===== src/rtl/display_pkg.sv =====
// Shared display definitions: digit count, all-off anode code and index-to-anode decode.
// Used by both the scan driver and the segment multiplexer.
package display_pkg;

   localparam int unsigned DISPLAY_DIGITS = 4;
   localparam logic [DISPLAY_DIGITS-1:0] ANODE_OFF = 4'b1111;

   typedef enum logic [1:0] {
      PH_BLANK,
      PH_ON,
      PH_OFF
   } slot_phase_t;

   // Active-low one-hot anode code for a digit index.
   function automatic logic [DISPLAY_DIGITS-1:0] anode_select(input logic [1:0] idx);
      logic [DISPLAY_DIGITS-1:0] sel;
      sel      = ANODE_OFF;
      sel[idx] = 1'b0;
      return sel;
   endfunction

endpackage


===== src/rtl/scan_prescaler.sv =====
// Modulo-N slot counter with run enable and a terminal-count strobe.
module scan_prescaler #(
   parameter int unsigned N = 100000,
   localparam int unsigned W = (N > 1) ? $clog2(N) : 1
) (
   input  logic         Clock,
   input  logic         Reset_n,
   input  logic         Enable,
   output logic [W-1:0] Count,
   output logic         Terminal
);

   assign Terminal = Enable && (Count == W'(N - 1));

   always_ff @(posedge Clock or negedge Reset_n) begin
      if (!Reset_n) begin
         Count <= '0;
      end else if (Enable) begin
         if (Terminal) begin
            Count <= '0;
         end else begin
            Count <= Count + W'(1);
         end
      end
   end

endmodule


===== src/rtl/display_scan_driver.sv =====
// Four-digit anode scan with dead-time blanking, digit masking and frame strobe.
// Optional per-slot dimming via the Brightness port when SCAN_DIM_EN is defined.
module display_scan_driver
   import display_pkg::*;
#(
   parameter int unsigned REFRESH_DIV  = 100000,
   parameter int unsigned BLANK_CYCLES = 500
) (
   input  logic                      Clock,
   input  logic                      Reset_n,
   input  logic                      Enable,
   input  logic [DISPLAY_DIGITS-1:0] DigitMask,
`ifdef SCAN_DIM_EN
   input  logic [3:0]                Brightness,
`endif
   output logic [DISPLAY_DIGITS-1:0] Select,
   output logic [1:0]                DigitIndex,
   output logic                      Blank,
   output logic                      FrameTick
);

   localparam int unsigned CW = (REFRESH_DIV > 1) ? $clog2(REFRESH_DIV) : 1;

   logic [CW-1:0]               count;
   logic                        slot_adv;
   logic [1:0]                  index;
   logic [31:0]                 count_ext;
   logic [31:0]                 on_end;
   slot_phase_t                 phase;
   logic [DISPLAY_DIGITS-1:0]   sel_d;

   scan_prescaler #(
      .N(REFRESH_DIV)
   ) u_prescaler (
      .Clock   (Clock),
      .Reset_n (Reset_n),
      .Enable  (Enable),
      .Count   (count),
      .Terminal(slot_adv)
   );

   always_ff @(posedge Clock or negedge Reset_n) begin
      if (!Reset_n) begin
         index <= '0;
      end else if (slot_adv) begin
         index <= index + 2'd1;
      end
   end

`ifdef SCAN_DIM_EN
   localparam int unsigned STEP = (REFRESH_DIV - BLANK_CYCLES) / 16;

   logic [3:0] bright_q;

   // Count 0 always falls in the blank phase, so the new level is in place before any ON cycle.
   always_ff @(posedge Clock or negedge Reset_n) begin
      if (!Reset_n) begin
         bright_q <= 4'd15;
      end else if (count == '0) begin
         bright_q <= Brightness;
      end
   end

   assign on_end = BLANK_CYCLES + STEP * (32'(bright_q) + 32'd1);
`else
   assign on_end = REFRESH_DIV;
`endif

   assign count_ext = 32'(count);

   always_comb begin
      phase = PH_OFF;
      sel_d = ANODE_OFF;
      if (count_ext < BLANK_CYCLES) begin
         phase = PH_BLANK;
      end else if (count_ext < on_end) begin
         phase = PH_ON;
      end
      if (Enable && (phase == PH_ON) && DigitMask[index]) begin
         sel_d = anode_select(index);
      end
   end

   always_ff @(posedge Clock or negedge Reset_n) begin
      if (!Reset_n) begin
         Select     <= ANODE_OFF;
         Blank      <= 1'b1;
         DigitIndex <= '0;
         FrameTick  <= 1'b0;
      end else begin
         Select     <= sel_d;
         Blank      <= (sel_d == ANODE_OFF);
         DigitIndex <= index;
         FrameTick  <= slot_adv && (index == 2'd3);
      end
   end

endmodule


===== config.mk =====
export PLATFORM = sky130hd
export DESIGN_NAME = display_scan_driver
export DESIGN_NICKNAME = d
export VERILOG_FILES = /design/src/rtl/display_pkg.sv /design/src/rtl/scan_prescaler.sv /design/src/rtl/display_scan_driver.sv
export SDC_FILE = /design/constraint.sdc
export NUM_CORES = 1
export LEC_CHECK = 0
export BUFFER_PORTS_ARGS = -buffer_cell sky130_fd_sc_hd__buf_2
export CORE_MARGIN = 2
export CORE_UTILIZATION = 45
export CTS_BUF_LIST = sky130_fd_sc_hd__clkbuf_16
export CTS_CLUSTER_SIZE = 20
export DETAILED_ROUTE_END_ITERATION = 10
export PLACE_DENSITY = 0.64
export SKIP_LAST_GASP = 1
export SLEW_MARGIN = 30
export SYNTH_ARGS = -nofsm -noshare
export SYNTH_HDL_FRONTEND = slang
export SYNTH_SLANG_ARGS = --single-unit

===== constraint.sdc =====
create_clock -name Clock -period 3.5 [get_ports Clock]
set_input_delay 0.175 -clock Clock [delete_from_list [all_inputs] [get_ports Clock]]
set_output_delay 0.175 -clock Clock [all_outputs]
set_load 0.02 [all_outputs]

# After elaboration in Yosys (flattened, before gate mapping)
# Cells that the tools add are included.
# Widths: inputs -> output; s select.
dict set report totals {
  ff_bits 27
  in_bits 7
  output_inout_bits 8
  wordCells 30
}
dict set report classes {
  n_addsub 2
  order_cmp 4
  eq_ne 4
  n_mux 8
  bitwise 1
  n_reduce_logical 5
}
# operator n
set ops {}
lappend ops {{$add 17x1->17 const B} 1}
lappend ops {{$eq 17x17->1 const B} 1}
lappend ops {{$lt 17x17->1 const B} 1}
lappend ops {{$lt 17x9->1 const B} 1}
lappend ops {{$mux 17} 1}
lappend ops {{$logic_and 1x1->1} 5}
lappend ops {{$eq 4x4->1 const B} 1}
lappend ops {{$mux 2} 2}
lappend ops {{$mux 4} 1}
lappend ops {{$not 4->4} 1}
lappend ops {{$lt 2x3->1 const B} 1}
lappend ops {{$add 2x1->2 const B} 1}
lappend ops {{$bmux 1 s2} 1}
lappend ops {{$demux 1 s2} 1}
lappend ops {{$eq 2x1->1 const B} 1}
lappend ops {{$eq 2x2->1 const B} 1}
lappend ops {{$ge 2x1->1 const B} 1}
lappend ops {{$mux 1} 2}

# Logic depth before layout (Yosys ltp)
# Gate-level depths: netlist (run 1).
dict set report depth {
  depth_word 8
  ltp_mapped 5
  ltp_nobuf 5
}

# Hierarchy
# From an unflattened synthesis (run 1), not the netlist that was laid out.
dict set report unflattened {
  cells_unflattened 120
  hier_area_um2 1340.0
}
# module instances cells_per_inst area_per_inst_um2 seq_area_each_um2
set by_module_without_submodules {}
lappend by_module_without_submodules {scan_prescaler 1 83 855.8 425.4}
lappend by_module_without_submodules {display_scan_driver 1 37 484.2 256.5}

# Worst setup path before layout (run 1)
# Ideal clock, no wire load.
dict set report synth_path {
  path_kind {register to register}
  start {register u_prescaler.Count[0]}
  end {register index[1]}
  setup_time_ns 0.125
  arrival_time_ns 1.534
  required_time_ns 3.375
  slack_ns 1.840
  path_stages_with_launch 6
  n_path_buf 0
  period_less_slack_ns 1.660
  cell_sequence {dfrtp_1 -> ha_1 -> nand2_4 -> or3_4 -> nor2_8 -> mux2_4}
}
dict set report synth_between {
  elab_chain_cells 2
}
# element line_no
set synth_rtl {}
lappend synth_rtl {{from (decl)} scan_prescaler.sv:9} ;# output logic [W-1:0] Count,
lappend synth_rtl {{from (signal assigned)} scan_prescaler.sv:22} ;# Count <= Count + W'(1);
lappend synth_rtl {{$eq 17x17->1} scan_prescaler.sv:13} ;# assign Terminal = Enable && (Count == W'(N - 1));
lappend synth_rtl {{$logic_and 1x1->1} scan_prescaler.sv:13}
lappend synth_rtl {{to (signal assigned)} display_scan_driver.sv:46} ;# index <= index + 2'd1;
lappend synth_rtl {{to (decl)} display_scan_driver.sv:26} ;# logic [1:0] index;
# No other way between the ends.
# A chain may end at the register's enable or synchronous reset.

# Worst setup path after layout (run 1)
dict set report layout_path {
  start {register u_prescaler.Count[12]}
  end {register index[1]}
}
# The elaborated chain is that of the path after synthesis.

==> flow_metrics.py, run 1 <==
metrics = {
    "worst_setup_path": {
        "cp-end-kind": "flip-flop",
        "worst_path_largest_cell_delay_ns": 0.51,
        "crit_chain": "nor4_2 > nand4b_4 > nor2_8 > mux2_4",
        "path_max_fanout": 10,
        "critPathSlowestCell": "nor4_2",
        "required_ns": 3.65,
        "crit_buf_inv": 0,
        "reg2reg_from": "u_prescaler.Count[12]",
        "critPathArrivalTime_ns": 1.97,
        "cp-start-kind": "flip-flop",
        "startpoint": "u_prescaler.Count[12]",
        "criticalPathCategory": "reg2reg",
        "crit_family": "simple AND/OR/NAND/NOR gates",
    },
    "route": {
        "viasPerCell": 5.51,
        "drc": 0,
        "vias": 909,
        "drt-initial-drc-count": 30,
        "drt-total-wl_mm": 2.38,
        "drt_pass1_iterations": 5,
        "wl_per_cell_microns": 14.4,
        "ant_nets": 0,
    },
    "floorplan": {
        "rows": 19,
        "die_y_microns": 58.5,
        "design.die.area_sq_um": 3420,
        "initial_utilization_pct": 48.0,
        "coreArea_sq_um": 2780,
        "ios": 15,
        "die_w_microns": 58.5,
    },
    "clock_network": {
        "cts_root_buf": "clkbuf_16",
        "cts_resized": 0,
        "clockBufferDepth": 2,
        "h-tree-depth": 1,
        "clk_pin_slew_ns": 0.07,
        "cts_made_buffers": 3,
        "cts_tree": "built",
        "numClockSinks": 27,
        "clk_latency_ns": 0.26,
    },
    "cells_and_area": {
        "layoutNonFillerInstCount": 165,
        "syn_to_final_growth_pct": 15.1,
        "nNetsFinal": 147,
        "fillers": 239,
        "drive_above_1_share_pct": 25.4,
        "diodes": 0,
    },
    "power": {
        "cellPowerDensity_nw_per_um2": 477,
        "internal-power_w": 0.000534,
        "leakagePower_nw": 0.694,
        "p_clk_share_pct": 36.2,
        "switching_share_pct": 27.1,
        "peakVddDrop_mv": 0.368,
        "seq_power_share_pct": 51.9,
        "p_comb_share_pct": 11.8,
        "switching_power_w": 0.000199,
    },
    "sta": {
        "drv_slew": 0,
        "tightest_slew_ns": 0.585,
        "fin_crit_sh_pct": 51.8,
        "setup_violations": 0,
        "fmax_mhz": 551,
        "fin_crit_ns": 1.81,
        "rsz0062_at_grt": "false",
        "finClkSkew_ns": 0.00363,
        "fin_tns_setup_ns": 0,
        "hold_violations": 0,
        "slew_headroom_pct": 61.0,
    },
    "synthesis": {
        "synth_nets": 127,
        "yosys_register_bits": 27,
        "ys_types": 36,
        "ys_async_sr_fraction_pct": 100,
        "yosysSeqAreaShare_pct": 51.0,
        "ys_top_cells_by_count": "dfrtp_1, nor2_1, xnor2_1",
        "yosysMostFrequentCell": "dfrtp_1",
        "synth_top_flop_cell": "dfrtp_1",
        "synth_warnings": 0,
        "synth.avg_cell_area_sq_um": 11.6,
        "synthCells": 115,
        "synth_edf_count": 0,
        "synth_top_cell_by_area": "dfrtp_1",
        "yosysTopAreaCellShare_pct": 41.2,
        "post_synth_instance_area_sq_um": 1340,
        "synth_area_leaders": "dfrtp_1, dfstp_2, xnor2_1",
    },
    "grt": {
        "first_global_vias": 838,
        "grt_pass1_wl_mm": 4.01,
        "grt_usage_pct": 16.0,
        "antenna_found_initial": 0,
        "overflow": 0,
        "grt_max_degree": 28,
    },
    "flow_run": {
        "cap_viol_max_count": 0,
    },
    "placement": {
        "numPortBuffers": 14,
        "dp.cells": 160,
        "hpwl_mm": 1.70,
        "routabilityCongestion": 0.773,
    },
    "min_path": {
        "hold_class": "in2reg",
        "min-delay-start": "Enable",
    },
    "outcome": {
        "status": "completed",
    },
}
-- metal layers --
layer  part of all wire, %  vias to the layer above  track usage, %  routed length, microns
li1                      -                      441               -                       -
met1                    50                      440            22.8                    1190
met2                    45                       23            22.5                    1060
met3                   3.7                        5            3.52                      89
met4                   1.7                        0            8.64                      40
met5                     0                        -               0                       0
-- placed cells by master (no fill, tap or decap), types with 2 or more instances in the layout --
master and n:
and3_1 2, buf_2 14, clkbuf_16 3, dfrtp_1 22, dfstp_2 5, ha_1 5, inv_1 6, nand2_1 7
nand3_1 8, nand4_1 2, nor2_1 12, nor3_1 2, nor4_1 2, nor4_2 2, o21ai_0 3, o22ai_1 3
xnor2_1 10, xor2_1 4
-- logic make-up after synthesis --
logic type	after synthesis	synth area share (%)
DFF	27	51.0
and+or+nand+nor	49	24.7
adders and majority gates	5	4.68
AOI/OAI and AO/OA	11	5.15
muxes	3	3.56
buffers and inverters	6	1.69
xor gates and xnor gates	14	9.18
-- stage by stage --
| stage | instance area (sq um) | util (%) | hold WS (ns) | worst slack [ns] | total power, W |
|---|---|---|---|---|---|
| 2_1_floorplan | 1340 | - | -0.121 | 1.84 | 0.000443 |
| 3_3_place_gp | 1450 | 52.0 | 0.209 | 1.78 | 0.000470 |
| 3_5_place_dp | 1450 | 52.0 | 0.215 | 1.69 | 0.000472 |
| 4_1_cts | 1540 | 55.3 | 0.226 | 1.68 | 0.000739 |
| 5_1_grt | 1540 | 55.3 | 0.258 | 1.58 | 0.000766 |
| 6_report | 1540 | 55.3 | 0.225 | 1.69 | 0.000733 |
-- sequential cells by signal, summed over array words and instances, names as in the netlist --
register / cells
u_prescaler.Count: 17
Select: 4
DigitIndex: 2
index: 2
Blank: 1
FrameTick: 1
-- layout make-up --
cell class                 instances  area [sq um]  area share, %
timing repair buffer              15          80.1           5.21
sequential                        27           682           44.3
inverter                           6          22.5           1.46
tap                               31          38.8           2.52
multi-input combinational         82           632           41.1
clock buffer                       3          75.1           4.88
clock inverter                     1          7.51          0.488
-- worst paths after layout --
kind	endpoint	slack (ns)	cells past startpoint
setup / recovery	index[1]	1.69	4
hold / removal	u_prescaler.Count[1]	0.23	3
setup reg to reg	index[1]	1.69	4
hold reg to reg	DigitIndex[0]	0.49	0
max in group asynchronous	u_prescaler.Count[9]	2.67	2
min in group asynchronous	u_prescaler.Count[5]	0.44	2
-- worst reg2reg max path: stages, from the launching register on --
cell and delay, ns:
dfrtp_1 0.45, nor4_2 0.51, nand4b_4 0.21, nor2_8 0.22
mux2_4 0.32
-- power by group through the flow --
stage / combinational, W / sequential (W) / clock [W]
2_1_floorplan: 0.0000644 / 0.000379 / 0
3_3_place_gp: 0.0000861 / 0.000384 / 0
3_5_place_dp: 0.0000858 / 0.000386 / 0
4_1_cts: 0.0000879 / 0.000381 / 0.000270
5_1_grt: 0.000101 / 0.000385 / 0.000280
6_report: 0.0000867 / 0.000381 / 0.000265
-- what timing repair did --
| item | CTS | global route |
|---|---|---|
| buffers inserted | 0 | 0 |
| hold buffers | 1 | 0 |
| endpoints found under the hold margin | 22 | 0 |
Power figures use the tool's default switching activity.
==> run 2: changes to the inputs <==
PLACE_DENSITY = 0.66   (was 0.64)
clock period = 1.5 ns   (was 3.5 ns; I/O delays follow)
==> flow_metrics.py, run 2 (synthesized netlist as in run 1, its figures left out) <==
metrics = {
    "grt": {
        "use_met2_pct": 28.4,
        "grt_busiest_layer": "met2",
        "grt_usage_pct": 17.6,
        "antenna_found_initial": 0,
        "grt_max_degree": 28,
        "gr-usage-met3_pct": 3.08,
        "overflow": 0,
        "first_global_vias": 941,
        "grtUsageMet1_pct": 23.2,
        "grt_pass1_wl_mm": 4.42,
    },
    "sta": {
        "setup_ws_ns": -0.0521,
        "tightest_slew_ns": 0.579,
        "hold_violations": 0,
        "fmax_mhz": 644,
        "finClkSkew_ns": 0.00424,
        "fin_crit_sh_pct": 103,
        "fin_tns_setup_ns": -0.0721,
        "rsz0062_at_grt": "true",
        "slew_headroom_pct": 61.4,
        "drv_slew": 0,
        "setup_violations": 2,
        "fin_crit_ns": 1.55,
    },
    "power": {
        "cellPowerDensity_nw_per_um2": 1040,
        "switching_share_pct": 26.6,
        "peakVddDrop_mv": 0.843,
        "leakagePower_nw": 0.823,
        "total_power_w": 0.00179,
        "p_comb_share_pct": 18.0,
        "seq_power_share_pct": 48.5,
        "internal-power_w": 0.00132,
        "p_clk_share_pct": 33.5,
        "switching_power_w": 0.000476,
    },
    "route": {
        "drc": 0,
        "viasPerCell": 5.31,
        "drt_pass1_iterations": 4,
        "vias": 972,
        "drt-initial-drc-count": 34,
        "drt-total-wl_mm": 2.72,
        "ant_nets": 0,
        "wl_per_cell_microns": 14.9,
    },
    "floorplan": {
        "design.die.area_sq_um": 3420,
        "coreArea_sq_um": 2780,
        "initial_utilization_pct": 48.0,
        "rows": 19,
        "die_y_microns": 58.5,
        "die_w_microns": 58.5,
        "ios": 15,
    },
    "worst_setup_path": {
        "crit_chain": "ha_2 > nand2_4 > or3_4 > nor2_8 > mux2_4",
        "criticalPathCategory": "reg2reg",
        "cp-start-kind": "flip-flop",
        "crit_family": "simple AND/OR/NAND/NOR gates",
        "critPathArrivalTime_ns": 1.70,
        "worst_path_largest_cell_delay_ns": 0.43,
        "required_ns": 1.65,
        "critPathSlowestCell": "or3_4",
        "crit_buf_inv": 0,
        "path_max_fanout": 4,
        "cp-end-kind": "flip-flop",
    },
    "cells_and_area": {
        "fillers": 222,
        "layoutNonFillerInstCount": 183,
        "drive_above_1_share_pct": 37.5,
        "largestRegisters": "u_prescaler.Count x17, Select x4",
        "final_common_cell": "dfrtp_1",
        "largest_register_ffs": 17,
        "layout_common_cells": "dfrtp_1, buf_4, buf_2",
        "seqCellArea_sq_um": 683,
        "syn_to_final_growth_pct": 29.2,
        "multi_input_area_sq_um": 676,
        "diodes": 0,
        "largest-register": "u_prescaler.Count",
        "nNetsFinal": 165,
    },
    "clock_network": {
        "cts_root_buf": "clkbuf_16",
        "h-tree-depth": 1,
        "clk_pin_slew_ns": 0.06,
        "cts_made_buffers": 3,
        "cts_tree": "built",
        "clockBufferDepth": 2,
        "numClockSinks": 27,
        "clk_latency_ns": 0.26,
    },
    "placement": {
        "numPortBuffers": 14,
        "routabilityCongestion": 0.871,
        "dp.cells": 177,
        "hpwl_mm": 1.94,
    },
    "outcome": {
        "violations": "setup timing",
        "status": "finished, violations left",
    },
    "min_path": {
        "hold_class": "in2reg",
    },
    "flow_run": {
        "cap_viol_max_count": 0,
    },
}
-- run 2: path summary, 6_finish.rpt --
kind | endpoint | slack [ns] | start | cells past startpoint
hold / removal | u_prescaler.Count[1] | 0.15 | Enable | 3
hold reg to reg | DigitIndex[0] | 0.50 | index[0] | 0
setup / recovery | index[1] | -0.05 | u_prescaler.Count[1] | 5
max in group asynchronous | u_prescaler.Count[6] | 0.74 | Reset_n | 2
min in group asynchronous | u_prescaler.Count[3] | 0.34 | Reset_n | 2
setup reg to reg | index[1] | -0.05 | u_prescaler.Count[1] | 5
-- run 2: routing by layer --
metal  wire length, microns  up-vias
met1                   1270      477
li1                       -      475
met5                      0        -
met2                   1330       15
met3                     76        5
met4                     45        0
-- run 2: final cells by class --
cell class                      count  share of cell area [%]
Sequential cell                    27                    39.6
Multi-Input combinational cell     82                    39.1
Timing Repair Buffer               33                    13.1
Clock buffer                        3                    4.35
Tap cell                           31                    2.25
Inverter                            6                    1.30
Clock inverter                      1                   0.290
-- run 2: power by group through the flow --
stage / Sequential, W / Combinational [W] / Clock (W)
global placement: 0.000871 / 0.000301 / 0
CTS: 0.000864 / 0.000321 / 0.000611
finish: 0.000870 / 0.000323 / 0.000600
floorplan: 0.000885 / 0.000152 / 0
detailed placement: 0.000876 / 0.000306 / 0
global route: 0.000878 / 0.000363 / 0.000641
-- run 2: tightest hold or removal path, cell delays in order --
cell and delay, ns:
buf_2 0.16, nand2_1 0.07, o22ai_1 0.06
-- run 2: metrics by stage --
| stage | cell area, sq um | util (%) | setup WS [ns] | hold WS [ns] |
|---|---|---|---|---|
| 6_report | 1730 | 62.1 | -0.0521 | 0.151 |
| 5_1_grt | 1730 | 62.1 | -0.109 | 0.163 |
| 4_1_cts | 1690 | 60.9 | -0.0436 | 0.142 |
| 3_5_place_dp | 1580 | 57.0 | -0.0309 | 0.114 |
| 3_3_place_gp | 1580 | 57.0 | 0.00600 | 0.108 |
| 2_1_floorplan | 1350 | - | -0.128 | -0.221 |
-- run 2: timing repair --
item | in CTS | in global routing
setup buffers | 1 | 0
resized for setup | 2 | 7
setup endpoints to repair | 9 | 19
hold buffers | 1 | 0
gates cloned | 0 | 0
pin swaps | 1 | 5
endpoints found under the hold margin | 22 | 0
